## src/rtl/mips_fetch_unit_pkg.sv

```systemverilog
// Shared types and constants for the MIPS instruction-fetch front end.
package mips_fetch_pkg;

    localparam int FETCH_XLEN  = 32;
    localparam int INSTR_BYTES = 4;

    typedef enum logic [1:0] {
        RUN   = 2'd0,
        WAIT  = 2'd1,
        DRAIN = 2'd2
    } fetch_state_t;

    typedef struct packed {
        logic [FETCH_XLEN-1:0] pc;
        logic [FETCH_XLEN-1:0] instr;
    } fetch_entry_t;

    // Redirect targets are always word-aligned; low address bits are dropped.
    function automatic logic [FETCH_XLEN-1:0] align_pc(input logic [FETCH_XLEN-1:0] addr);
        return {addr[FETCH_XLEN-1:2], 2'b00};
    endfunction

endpackage

```

## src/rtl/mips_fetch_unit_if.sv

```systemverilog
// Fetch-unit bus: ICache request/response, redirect input and decode hand-off.
interface mips_fetch_unit_if #(
    parameter int XLEN = 32
) ();

    logic            fetchEn;
    logic            iCacheReqValid;
    logic            iCacheReqReady;
    logic [XLEN-1:0] iCacheReadAddr;
    logic            iCacheRespValid;
    logic [XLEN-1:0] iCacheReadData;
    logic            redirectValid;
    logic [XLEN-1:0] redirectPc;
    logic            fetchValid;
    logic            fetchReady;
    logic [XLEN-1:0] fetchInstr;
    logic [XLEN-1:0] fetchPc;

    // The fetch unit is the master of this bundle.
    modport master (
        input  fetchEn,
        output iCacheReqValid,
        input  iCacheReqReady,
        output iCacheReadAddr,
        input  iCacheRespValid,
        input  iCacheReadData,
        input  redirectValid,
        input  redirectPc,
        output fetchValid,
        input  fetchReady,
        output fetchInstr,
        output fetchPc
    );

    modport slave (
        output fetchEn,
        input  iCacheReqValid,
        output iCacheReqReady,
        input  iCacheReadAddr,
        output iCacheRespValid,
        output iCacheReadData,
        output redirectValid,
        output redirectPc,
        input  fetchValid,
        output fetchReady,
        input  fetchInstr,
        input  fetchPc
    );

endinterface

```

## src/rtl/mips_fetch_unit_queue.sv

```systemverilog
// Synchronous FIFO of fetched {pc, instr} entries; flush beats push and pop.
module fetch_queue
    import mips_fetch_pkg::*;
#(
    parameter  int DEPTH = 4,
    localparam int AW    = $clog2(DEPTH)
) (
    input  logic         clk,
    input  logic         rst,
    input  logic         push,
    input  fetch_entry_t push_data,
    input  logic         pop,
    input  logic         flush,
    output fetch_entry_t head,
    output logic [AW:0]  count,
    output logic         empty,
    output logic         full
);

    fetch_entry_t  mem [DEPTH];
    logic [AW-1:0] rd_ptr;
    logic [AW-1:0] wr_ptr;
    logic          do_push;
    logic          do_pop;

    assign empty   = (count == '0);
    assign full    = (count == (AW+1)'(DEPTH));
    assign do_push = push && !full;
    assign do_pop  = pop && !empty;
    assign head    = mem[rd_ptr];

    // NOTE: sequential state uses non-blocking (<=) so every flop samples
    // pre-edge values, independent of statement order.
    always_ff @(posedge clk) begin
        if (rst) begin
            rd_ptr <= '0;
            wr_ptr <= '0;
            count  <= '0;
            // NOTE: storage is reset only because the head entry is visible on
            // the outputs after reset; larger arrays would normally stay unreset.
            for (int i = 0; i < DEPTH; i++) begin
                mem[i] <= '0;
            end
        end else if (flush) begin
            rd_ptr <= '0;
            wr_ptr <= '0;
            count  <= '0;
        end else begin
            if (do_push) begin
                mem[wr_ptr] <= push_data;
                wr_ptr      <= wr_ptr + AW'(1);
            end
            if (do_pop) begin
                rd_ptr <= rd_ptr + AW'(1);
            end
            count <= count + (AW+1)'(do_push) - (AW+1)'(do_pop);
        end
    end

endmodule

```

## src/rtl/mips_fetch_unit.sv

```systemverilog
// MIPS fetch front end: owns the PC, keeps one ICache request in flight, queues
// {pc, instr} for decode. Define FETCH_PERF_EN to add the performance counters.
module mips_fetch_unit
    import mips_fetch_pkg::*;
#(
    parameter int              XLEN     = FETCH_XLEN,
    parameter logic [XLEN-1:0] RESET_PC = 32'h0000_0000,
    parameter int              QDEPTH   = 4
) (
    input  logic              clk,
    input  logic              rst,
    mips_fetch_unit_if.master bus
`ifdef FETCH_PERF_EN
    ,
    output logic [31:0]       perfFetchCnt,
    output logic [31:0]       perfStallCnt,
    output logic [31:0]       perfFlushCnt
`endif
);

    localparam int CW = $clog2(QDEPTH) + 1;

    if (XLEN != FETCH_XLEN) begin : g_bad_xlen
        $error("XLEN must equal the fetch_entry_t field width");
    end
    if (QDEPTH < 2 || (QDEPTH & (QDEPTH - 1)) != 0) begin : g_bad_qdepth
        $error("QDEPTH must be a power of 2 and at least 2");
    end
    if (RESET_PC[1:0] != 2'b00) begin : g_bad_reset_pc
        $error("RESET_PC must be word-aligned");
    end

    fetch_state_t    state;
    fetch_state_t    state_nx;
    logic [XLEN-1:0] pc;
    logic [XLEN-1:0] pc_nx;
    logic [XLEN-1:0] req_pc;
    logic [XLEN-1:0] req_pc_nx;
    logic            req_valid;
    logic            outstanding;
    logic            credit;
    logic            fetch_valid;
    logic            q_push;
    logic            q_pop;
    logic            q_empty;
    logic            q_full;
    logic [CW-1:0]   q_count;
    fetch_entry_t    q_in;
    fetch_entry_t    q_head;

    // Any state other than RUN holds one response slot that must come back.
    assign outstanding = (state != RUN);
    assign credit      = (q_count + CW'(outstanding)) < CW'(QDEPTH);

    always_ff @(posedge clk) begin
        if (rst) begin
            state  <= RUN;
            pc     <= RESET_PC;
            req_pc <= '0;
        end else begin
            state  <= state_nx;
            pc     <= pc_nx;
            req_pc <= req_pc_nx;
        end
    end

    // NOTE: every output of this block is given a default first so no path
    // leaves a signal unassigned, which would infer a latch.
    always_comb begin
        state_nx  = state;
        pc_nx     = pc;
        req_pc_nx = req_pc;
        req_valid = 1'b0;
        q_push    = 1'b0;

        case (state)
            RUN: begin
                req_valid = bus.fetchEn && credit && !bus.redirectValid && !rst;
                if (req_valid && bus.iCacheReqReady) begin
                    req_pc_nx = pc;
                    pc_nx     = pc + XLEN'(INSTR_BYTES);
                    state_nx  = WAIT;
                end
            end
            WAIT: begin
                if (bus.iCacheRespValid) begin
                    q_push   = !bus.redirectValid;
                    state_nx = RUN;
                end else if (bus.redirectValid) begin
                    state_nx = DRAIN;
                end
            end
            DRAIN: begin
                // The stale response is swallowed whether or not a new redirect arrives.
                if (bus.iCacheRespValid) begin
                    state_nx = RUN;
                end
            end
            default: begin
                state_nx = RUN;
            end
        endcase

        if (bus.redirectValid) begin
            pc_nx = align_pc(bus.redirectPc);
        end
    end

    assign q_in.pc    = req_pc;
    assign q_in.instr = bus.iCacheReadData;

    // A redirect hides the head so decode cannot consume an entry being flushed.
    assign fetch_valid = !q_empty && !bus.redirectValid && !rst;
    assign q_pop       = fetch_valid && bus.fetchReady;

    fetch_queue #(
        .DEPTH(QDEPTH)
    ) u_queue (
        .clk      (clk),
        .rst      (rst),
        .push     (q_push),
        .push_data(q_in),
        .pop      (q_pop),
        .flush    (bus.redirectValid),
        .head     (q_head),
        .count    (q_count),
        .empty    (q_empty),
        .full     (q_full)
    );

    assign bus.iCacheReqValid = req_valid;
    assign bus.iCacheReadAddr = pc;
    assign bus.fetchValid     = fetch_valid;
    assign bus.fetchInstr     = q_head.instr;
    assign bus.fetchPc        = q_head.pc;

`ifdef FETCH_PERF_EN
    always_ff @(posedge clk) begin
        if (rst) begin
            perfFetchCnt <= '0;
            perfStallCnt <= '0;
            perfFlushCnt <= '0;
        end else begin
            if (q_push) begin
                perfFetchCnt <= perfFetchCnt + 32'd1;
            end
            if (state == RUN && bus.fetchEn && !credit) begin
                perfStallCnt <= perfStallCnt + 32'd1;
            end
            if (bus.redirectValid) begin
                perfFlushCnt <= perfFlushCnt + 32'd1;
            end
        end
    end
`endif

    // The ICache may only answer a request that is actually in flight.
    a_no_resp_in_run: assert property (@(posedge clk) disable iff (rst)
        !(state == RUN && bus.iCacheRespValid));

    a_no_push_when_full: assert property (@(posedge clk) disable iff (rst)
        !(q_push && q_full));

endmodule

```

## src/flat_wrapper.sv

```systemverilog
// flat-port wrapper written by rule: the top's interface ports become plain ports
module mips_fetch_unit_flat import mips_fetch_pkg::*;
#(
    parameter int              XLEN     = FETCH_XLEN,
    parameter logic [XLEN-1:0] RESET_PC = 32'h0000_0000,
    parameter int              QDEPTH   = 4
)
  (clk, rst, bus_fetchEn, bus_iCacheReqValid, bus_iCacheReqReady, bus_iCacheReadAddr, bus_iCacheRespValid, bus_iCacheReadData, bus_redirectValid, bus_redirectPc, bus_fetchValid, bus_fetchReady, bus_fetchInstr, bus_fetchPc);
  mips_fetch_unit_if #(.XLEN(XLEN)) bus_i ();
  input  logic clk;
  input  logic rst;
  input wire logic [$bits(bus_i.fetchEn)-1:0] bus_fetchEn;
  output wire logic [$bits(bus_i.iCacheReqValid)-1:0] bus_iCacheReqValid;
  input wire logic [$bits(bus_i.iCacheReqReady)-1:0] bus_iCacheReqReady;
  output wire logic [$bits(bus_i.iCacheReadAddr)-1:0] bus_iCacheReadAddr;
  input wire logic [$bits(bus_i.iCacheRespValid)-1:0] bus_iCacheRespValid;
  input wire logic [$bits(bus_i.iCacheReadData)-1:0] bus_iCacheReadData;
  input wire logic [$bits(bus_i.redirectValid)-1:0] bus_redirectValid;
  input wire logic [$bits(bus_i.redirectPc)-1:0] bus_redirectPc;
  output wire logic [$bits(bus_i.fetchValid)-1:0] bus_fetchValid;
  input wire logic [$bits(bus_i.fetchReady)-1:0] bus_fetchReady;
  output wire logic [$bits(bus_i.fetchInstr)-1:0] bus_fetchInstr;
  output wire logic [$bits(bus_i.fetchPc)-1:0] bus_fetchPc;
  assign bus_i.fetchEn = bus_fetchEn;
  assign bus_iCacheReqValid = bus_i.iCacheReqValid;
  assign bus_i.iCacheReqReady = bus_iCacheReqReady;
  assign bus_iCacheReadAddr = bus_i.iCacheReadAddr;
  assign bus_i.iCacheRespValid = bus_iCacheRespValid;
  assign bus_i.iCacheReadData = bus_iCacheReadData;
  assign bus_i.redirectValid = bus_redirectValid;
  assign bus_i.redirectPc = bus_redirectPc;
  assign bus_fetchValid = bus_i.fetchValid;
  assign bus_i.fetchReady = bus_fetchReady;
  assign bus_fetchInstr = bus_i.fetchInstr;
  assign bus_fetchPc = bus_i.fetchPc;
  mips_fetch_unit #(.XLEN(XLEN), .RESET_PC(RESET_PC), .QDEPTH(QDEPTH)) u_core (.clk(clk), .rst(rst), .bus(bus_i));
endmodule
```

## config.mk

```make
export PLATFORM = sky130hd
export DESIGN_NAME = mips_fetch_unit_flat
export DESIGN_NICKNAME = d
export VERILOG_FILES = /design/src/rtl/mips_fetch_unit_pkg.sv /design/src/rtl/mips_fetch_unit_if.sv /design/src/rtl/mips_fetch_unit_queue.sv /design/src/rtl/mips_fetch_unit.sv /design/src/flat_wrapper.sv
export SDC_FILE = /design/constraint.sdc
export NUM_CORES = 1
export LEC_CHECK = 0
export CAP_MARGIN = 10
export CORE_AREA = 3 3 162 164
export CTS_BUF_LIST = sky130_fd_sc_hd__clkbuf_4 sky130_fd_sc_hd__clkbuf_8 sky130_fd_sc_hd__clkbuf_16
export CTS_CLUSTER_SIZE = 14
export DETAILED_ROUTE_END_ITERATION = 7
export DIE_AREA = 0 0 165 167
export PLACE_DENSITY = 0.89
export SLEW_MARGIN = 40
export SYNTH_ARGS = -nofsm -noshare
export SYNTH_HDL_FRONTEND = slang
export SYNTH_SLANG_ARGS = --single-unit
export TNS_END_PERCENT = 1
```

## constraint.sdc

```tcl
create_clock -name clk -period 5.9 [get_ports clk]
set_input_delay 0.885 -clock clk [delete_from_list [all_inputs] [get_ports clk]]
set_output_delay 0.885 -clock clk [all_outputs]
set_load 0.1 [all_outputs]
```

==> qor.txt, run 1 <==
diode count: 0
Post-CTS Setup Bufs: 0
CTS tree: yes
wire length on met2: 15,700 um
Startpoint Class: register
Tightest Pin Transition: 789 ps
final std cells w/o fill: 1,524
First DRT Iteration DRCs: 672
DR WL/cell: 20.7 um
critical path capture point type: output pin
Final Hold Fails: 0
register area share after synthesis: 63.5%
layout cells sized above 1: 21.4%
gr usage total: 23.0%
top_reg_cell synth: edfxtp_1
Largest delay share family, worst path: flip-flops
Seq cells post-synth: 319
Clock Pin Slew Worst Setup and Hold Paths: 60 ps
core region area: 25,000 um^2
DRT Wirelength: 31,600 um
Cell Area, Placed: 15,500 um^2
Final Max Slew Viols: 0
antenna violations before repair: 0
final total power: 4.97 mW
TritonRoute pass-1 iters: 5
met3 wire length: 2230 um
Placed Instances: 1,468
Synthesis Warnings: 0
Routed Antenna Nets: 0
Ports: 169
PnR worst setup slack: 2290 ps
clock buffer depth: 3
first-pass GRT wire length: 50,100 um
skew final: 17.2 ps
largest net degree at the start of global routing: 125
Clock Latency Late Sink: 560 ps
Syn Area/Cell: 13.6 um^2
Setup CP Type: register to output pin
row cnt: 58
overflow left after global routing: 0
total negative slack: 0 ps
area delta synth->final: 18.7%
die width: 165 um
PD cells: 300 nW/um^2
number of synthesized flops with an enable pin: 248
Hold Path Class: register to register
CTS sink count: 319
total CTS buffers: 30
Critical Path RT: 5020 ps
Top Metal Used: met4
gpl congestion: 0.852
vias in the first global route: 9,232
VDD IR max: 0.229 mV
Die Y: 167 um
Arr. time, crit path: 2730 ps
Final setup viols: 0
fin area: 16,600 um^2
starting density of the core: 55.8%
synth unique cells: 62
Mapped Area: 14,000 um^2
M1 wire length: 13,000 um
dpl ws: 2090 ps
CTS Hold Buffers Added: 0
Root Buffer: clkbuf_16
Final period util: 61.3%
FFs w/ async S/R, synth: 0%
WP buf/inv: 2
status: completed
Filler cells: 1,824
Vias/cell: 5.88
Rel. slew slack: 47.0%
Die Footprint: 27,600 um^2
maximum clock frequency: 0.277 GHz
CP Max Fanout: 36
PortBufs: 162
Max stage delay on crit path: 840 ps
DP HPWL: 19,600 um
maxcap violations: 0
# DRC: 0
Nets: 1,245
RSZ-0062 raised after global routing: no
Slowest cell on crit path: dfxtp_4
routed via count: 8,954
cells after synthesis: 1,028
fin crit period: 3610 ps
CTS resizes: 0
CTS H-tree depth: 1
crit path cell chain: buf_4 -> mux4_2 -> buf_2
Leak: 6.25 nW
final timing paths:
kind	start	endpoint	slack, ps	depth (start not counted)
worst max-delay path	register	bus_fetchPc[23]	2290	3
worst min register to register	u_core.req_pc[27]	u_core.req_pc[27]	490	2
worst max register to register	u_core.state[1]	u_core.u_queue.mem[1][52]	3290	6
worst min-delay path	u_core.req_pc[27]	u_core.req_pc[27]	490	2
kinds of logic (layout without fill, tap and decap cells):
family / Yosys count / after routing / share of synthesized area (%)
fa+ha+maj: 4 / 4 / 0.412
mux: 69 / 69 / 10.6
flops: 319 / 319 / 63.5
xor+xnor: 7 / 7 / 0.439
simple gates: 436 / 436 / 17.9
other cells: 1 / 4 / 0.0269
compound gates: 104 / 104 / 4.55
buf+inv: 88 / 251 / 2.62
sequential cells by signal, summed over array words and instances (netlist names), named ones only:
signal	count
u_core.bus.iCacheReadAddr	30
u_core.req_pc	30
u_core.state	2
u_core.u_queue.count	3
u_core.u_queue.mem	248
u_core.u_queue.rd_ptr	2
u_core.u_queue.wr_ptr	2
cells in the mapped netlist, types with 5 or more instances:
| library cell | count | share of area (%) |
|---|---|---|
| a21oi_1 | 53 | 1.9 |
| a31oi_1 | 7 | 0.31 |
| and2_1 | 190 | 8.5 |
| and3_1 | 66 | 3.0 |
| and4_1 | 7 | 0.44 |
| buf_2 | 16 | 0.57 |
| clkbuf_1 | 51 | 1.4 |
| dfxtp_1 | 71 | 10 |
| edfxtp_1 | 248 | 53 |
| inv_1 | 11 | 0.30 |
| mux4_2 | 62 | 10 |
| nand2_1 | 91 | 2.4 |
| nand3_1 | 10 | 0.36 |
| nand4_1 | 7 | 0.31 |
| nor2_1 | 24 | 0.65 |
| nor3_1 | 12 | 0.43 |
| o211ai_1 | 7 | 0.38 |
| o21ai_0 | 10 | 0.36 |
| xnor2_1 | 5 | 0.31 |
metrics by stage:
stage          hold WS, ps  util [%]
2_1_floorplan          457         -
4_1_cts                486      66.2
5_1_grt                526      66.2
3_5_place_dp           477      62.0
6_report               488      66.2
3_3_place_gp           469      63.4
report_power, final:
group          switching, mW  leakage, nW  total, mW  internal [mW]
registers             0.0435         3.14       2.53           2.49
logic                  0.343         2.58      0.454          0.111
clock network          0.810        0.529       1.98           1.17
final cells by class:
type	instances	area (um^2)	share of cell area, %
Timing Repair Buffer	182	1380	8.34
Clock inverter	11	120	0.725
Inverter	13	48.8	0.294
Sequential cell	319	8880	53.6
Clock buffer	45	926	5.59
Multi-Input combinational cell	624	4810	29.0
Tap cell	330	413	2.49
per-layer routing:
metal | vias up | GRT usage (%)
li1 | 4095 | -
met1 | 4453 | 31.4
met2 | 356 | 38.1
met3 | 50 | 4.08
met4 | 0 | 6.64
met5 | - | 0
worst reg2reg max path, delay by kind of cell, from the launching register on:
family,cells,cell delay [ps]
and+or+nand+nor,3,1060
buffers and inverters,2,700
DFF,1,360
AOI/OAI and AO/OA,1,360
layout by cell type (no fill, tap or decap), types with 7 or more instances in the layout:
cell,count
nor2_1,23
nand3_1,9
edfxtp_1,248
inv_1,11
clkdlybuf4s50_1,67
mux4_2,62
a21oi_1,53
and4_1,7
o21ai_0,10
o211ai_1,7
and2_1,190
dfxtp_1,69
buf_2,95
nand4_1,7
buf_4,13
clkbuf_16,30
clkbuf_8,10
nand2_1,91
nor3_1,12
and3_1,65
a31oi_1,7
Power figures use the tool's default switching activity.
==> run 2, diff against run 1 <==
Settings changed: CORE_AREA 3 3 162 164 to 3 3 170 172, DIE_AREA 0 0 165 167 to 0 0 173 175, PLACE_DENSITY 0.89 to 0.85.
Clock period 5.9 ns to 3 ns, I/O delays scaled along.
==> run 2 against run 1 <==
Effect of this change: cell count is 3.9% higher; via count down 0.85%; first-iteration DRC count is 29% higher; highest routed layer unchanged.
==> qor.txt, run 2 (same netlist as run 1, synthesis figures left out) <==
final hold slack: 256 ps (was 488 ps)
routed via count: 8,878 (was 8,954)
fin crit period: 2690 ps
Tightest Pin Transition: 715 ps (was 789 ps)
first-pass GRT wire length: 49,300 um (was 50,100 um)
overflow left after global routing: 0 (unchanged)
antenna violations before repair: 0 (unchanged)
Root Buffer: clkbuf_16 (unchanged)
clock buffer depth: 3 (unchanged)
core region area: 27,600 um^2 (was 25,000 um^2)
Final Max Slew Viols: 0 (unchanged)
switch share: 23.6% (was 24.1%)
row cnt: 61 (was 58)
total CTS buffers: 34 (was 30)
gpl congestion: 0.843 (was 0.852)
Final setup viols: 0 (unchanged)
layout cells sized above 1: 21.6% (was 21.4%)
Critical Path RT: 2550 ps (was 5020 ps)
Hold EP: u_core.req_pc[25] (was u_core.req_pc[27])
maximum clock frequency: 0.372 GHz
RR Endpoint: u_core.bus.iCacheReadAddr[22] (was u_core.u_queue.mem[1][52])
Combinational Power Share: 9.3% (was 9.1%)
Leak: 6.40 nW (was 6.25 nW)
Post-CTS Setup Bufs: 0 (unchanged)
Psw: 2.40 mW (was 1.20 mW)
Slowest cell on crit path: dfxtp_4 (unchanged)
Clock Latency Late Sink: 500 ps (was 560 ps)
Register-to-Register Path Depth: 6 (unchanged)
max reg flops: 248 (unchanged)
# DRC: 0 (unchanged)
critical path capture point type: output pin (unchanged)
worst reg2reg setup slack: 540 ps (was 3290 ps)
CTS tree: yes (unchanged)
die width: 173 um (was 165 um)
Ports: 169 (unchanged)
Die Y: 175 um (was 167 um)
CTS sink count: 319 (unchanged)
Die Footprint: 30,300 um^2 (was 27,600 um^2)
CTS Hold Buffers Added: 0 (unchanged)
Rel. slew slack: 52.3% (was 47.0%)
VDD IR max: 0.344 mV (was 0.229 mV)
commonest non-fill, non-tap cell in the layout: edfxtp_1 (unchanged)
area delta synth->final: 23.2% (was 18.7%)
CTS H-tree depth: 2 (was 1)
Final period util: 89.6%
status: completed (unchanged)
Hold Crit Depth: 2 (unchanged)
PD cells: 590 nW/um^2 (was 300 nW/um^2)
maxcap violations: 0 (unchanged)
final total power: 10.1 mW (was 4.97 mW)
First DRT Iteration DRCs: 868 (was 672)
Routed Antenna Nets: 0 (unchanged)
DP HPWL: 19,200 um (was 19,600 um)
skew final: 16.3 ps (was 17.2 ps)
most frequent cells in the layout: edfxtp_1, and2_1, buf_4 (was edfxtp_1, and2_1, buf_2)
Reg-to-Reg Start: u_core.bus.iCacheReadAddr[2] (was u_core.state[1])
Vias/cell: 5.61 (was 5.88)
CP Max Fanout: 24 (was 36)
Max stage delay on crit path: 600 ps (was 840 ps)
Hold Path Class: input pin to register (was register to register)
Hold Crit Start: rst (was u_core.req_pc[27])
total negative slack: 0 ps (unchanged)
Setup CP Type: register to output pin (unchanged)
Clk pwr share: 41.7% (was 39.9%)
Arr. time, crit path: 2240 ps (was 2730 ps)
Startpoint Class: register (unchanged)
Cell Int Power: 7.75 mW (was 3.77 mW)
vias in the first global route: 8,962 (was 9,232)
sequential share of power: 49.0% (was 50.9%)
PortBufs: 162 (unchanged)
CTS resizes: 0 (unchanged)
Biggest register: u_core.u_queue.mem (unchanged)
gr usage total: 20.3% (was 23.0%)
Clock Pin Slew Worst Setup and Hold Paths: 60 ps (about the same)
RSZ-0062 raised after global routing: no (unchanged)
diode count: 0 (unchanged)
TritonRoute pass-1 iters: 5 (unchanged)
crit path cell chain: buf_12 -> mux4_2 -> buf_4 (was buf_4 -> mux4_2 -> buf_2)
starting density of the core: 50.5% (was 55.8%)
largest net degree at the start of global routing: 117 (was 125)
DR WL/cell: 19.5 um (was 20.7 um)
Nets: 1,257 (was 1,245)
DRT Wirelength: 30,800 um (was 31,600 um)
Final Hold Fails: 0 (unchanged)
run 2: changes by cell type in the layout (fill, tap and decap cells not counted), moves of 2 or more:
cell	before	now
buf_4	13	100
clkinv_1	2	8
bufinv_16	2	5
clkbuf_8	10	0
buf_2	95	1
clkinvlp_4	0	3
clkbuf_16	30	35
buf_12	5	22
clkinv_2	5	3
run 2: final cells by class:
type / count / area (um^2)
clock buffers: 39 / 906
clock inverters: 20 / 229
fillers: 2071 / 10400
inverters: 13 / 48.8
multi-input cells: 624 / 4810
flip-flops and latches: 319 / 8880
well taps: 378 / 473
repair buffers: 190 / 1870
run 2: power by group through the flow:
stage | logic (mW) | clock network, mW | registers [mW]
floorplan | 0.471 | 0 | 5.21
global placement | 0.938 | 0 | 5.05
detailed placement | 0.944 | 0 | 5.07
CTS | 0.946 | 4.31 | 4.97
global route | 0.980 | 4.50 | 4.99
finish | 0.941 | 4.23 | 4.97
run 2: worst max-delay path by stage:
stage	from	end	slack (ps)
floorplan	u_core.u_queue.wr_ptr[1]	u_core.u_queue.mem[0][0]	220
global placement	bus_redirectValid	u_core.bus.iCacheReadAddr[16]	170
detailed placement	bus_redirectValid	u_core.bus.iCacheReadAddr[22]	100
CTS	register	bus_fetchPc[24]	230
global route	register	bus_fetchPc[24]	170
finish	register	bus_fetchPc[24]	310
run 2: worst max-delay path, delay by kind of cell, from the launching register on:
family | cells | cell delay [ps]
flops | 1 | 600
mux | 1 | 580
buf+inv | 2 | 540
run 2: per-layer routing:
layer	part of all wire, %	up-vias	global-route usage [%]
met4	2.1	0	5.34
met3	6.9	54	3.78
met5	0	-	0
met2	49	375	33.3
li1	-	4122	-
met1	42	4327	28.4
run 2: per-stage QoR:
| stage | cells | util [%] | area [um^2] | setup slack, ps |
|---|---|---|---|---|
| after floorplan | 1031 | - | 14000 | 225 |
| after global placement | 1524 | 58.2 | 16100 | 166 |
| after detailed placement | 1524 | 58.2 | 16100 | 104 |
| after CTS | 1583 | 62.3 | 17200 | 226 |
| after global routing | 1583 | 62.3 | 17200 | 174 |
| final | 1583 | 62.3 | 17200 | 312 |
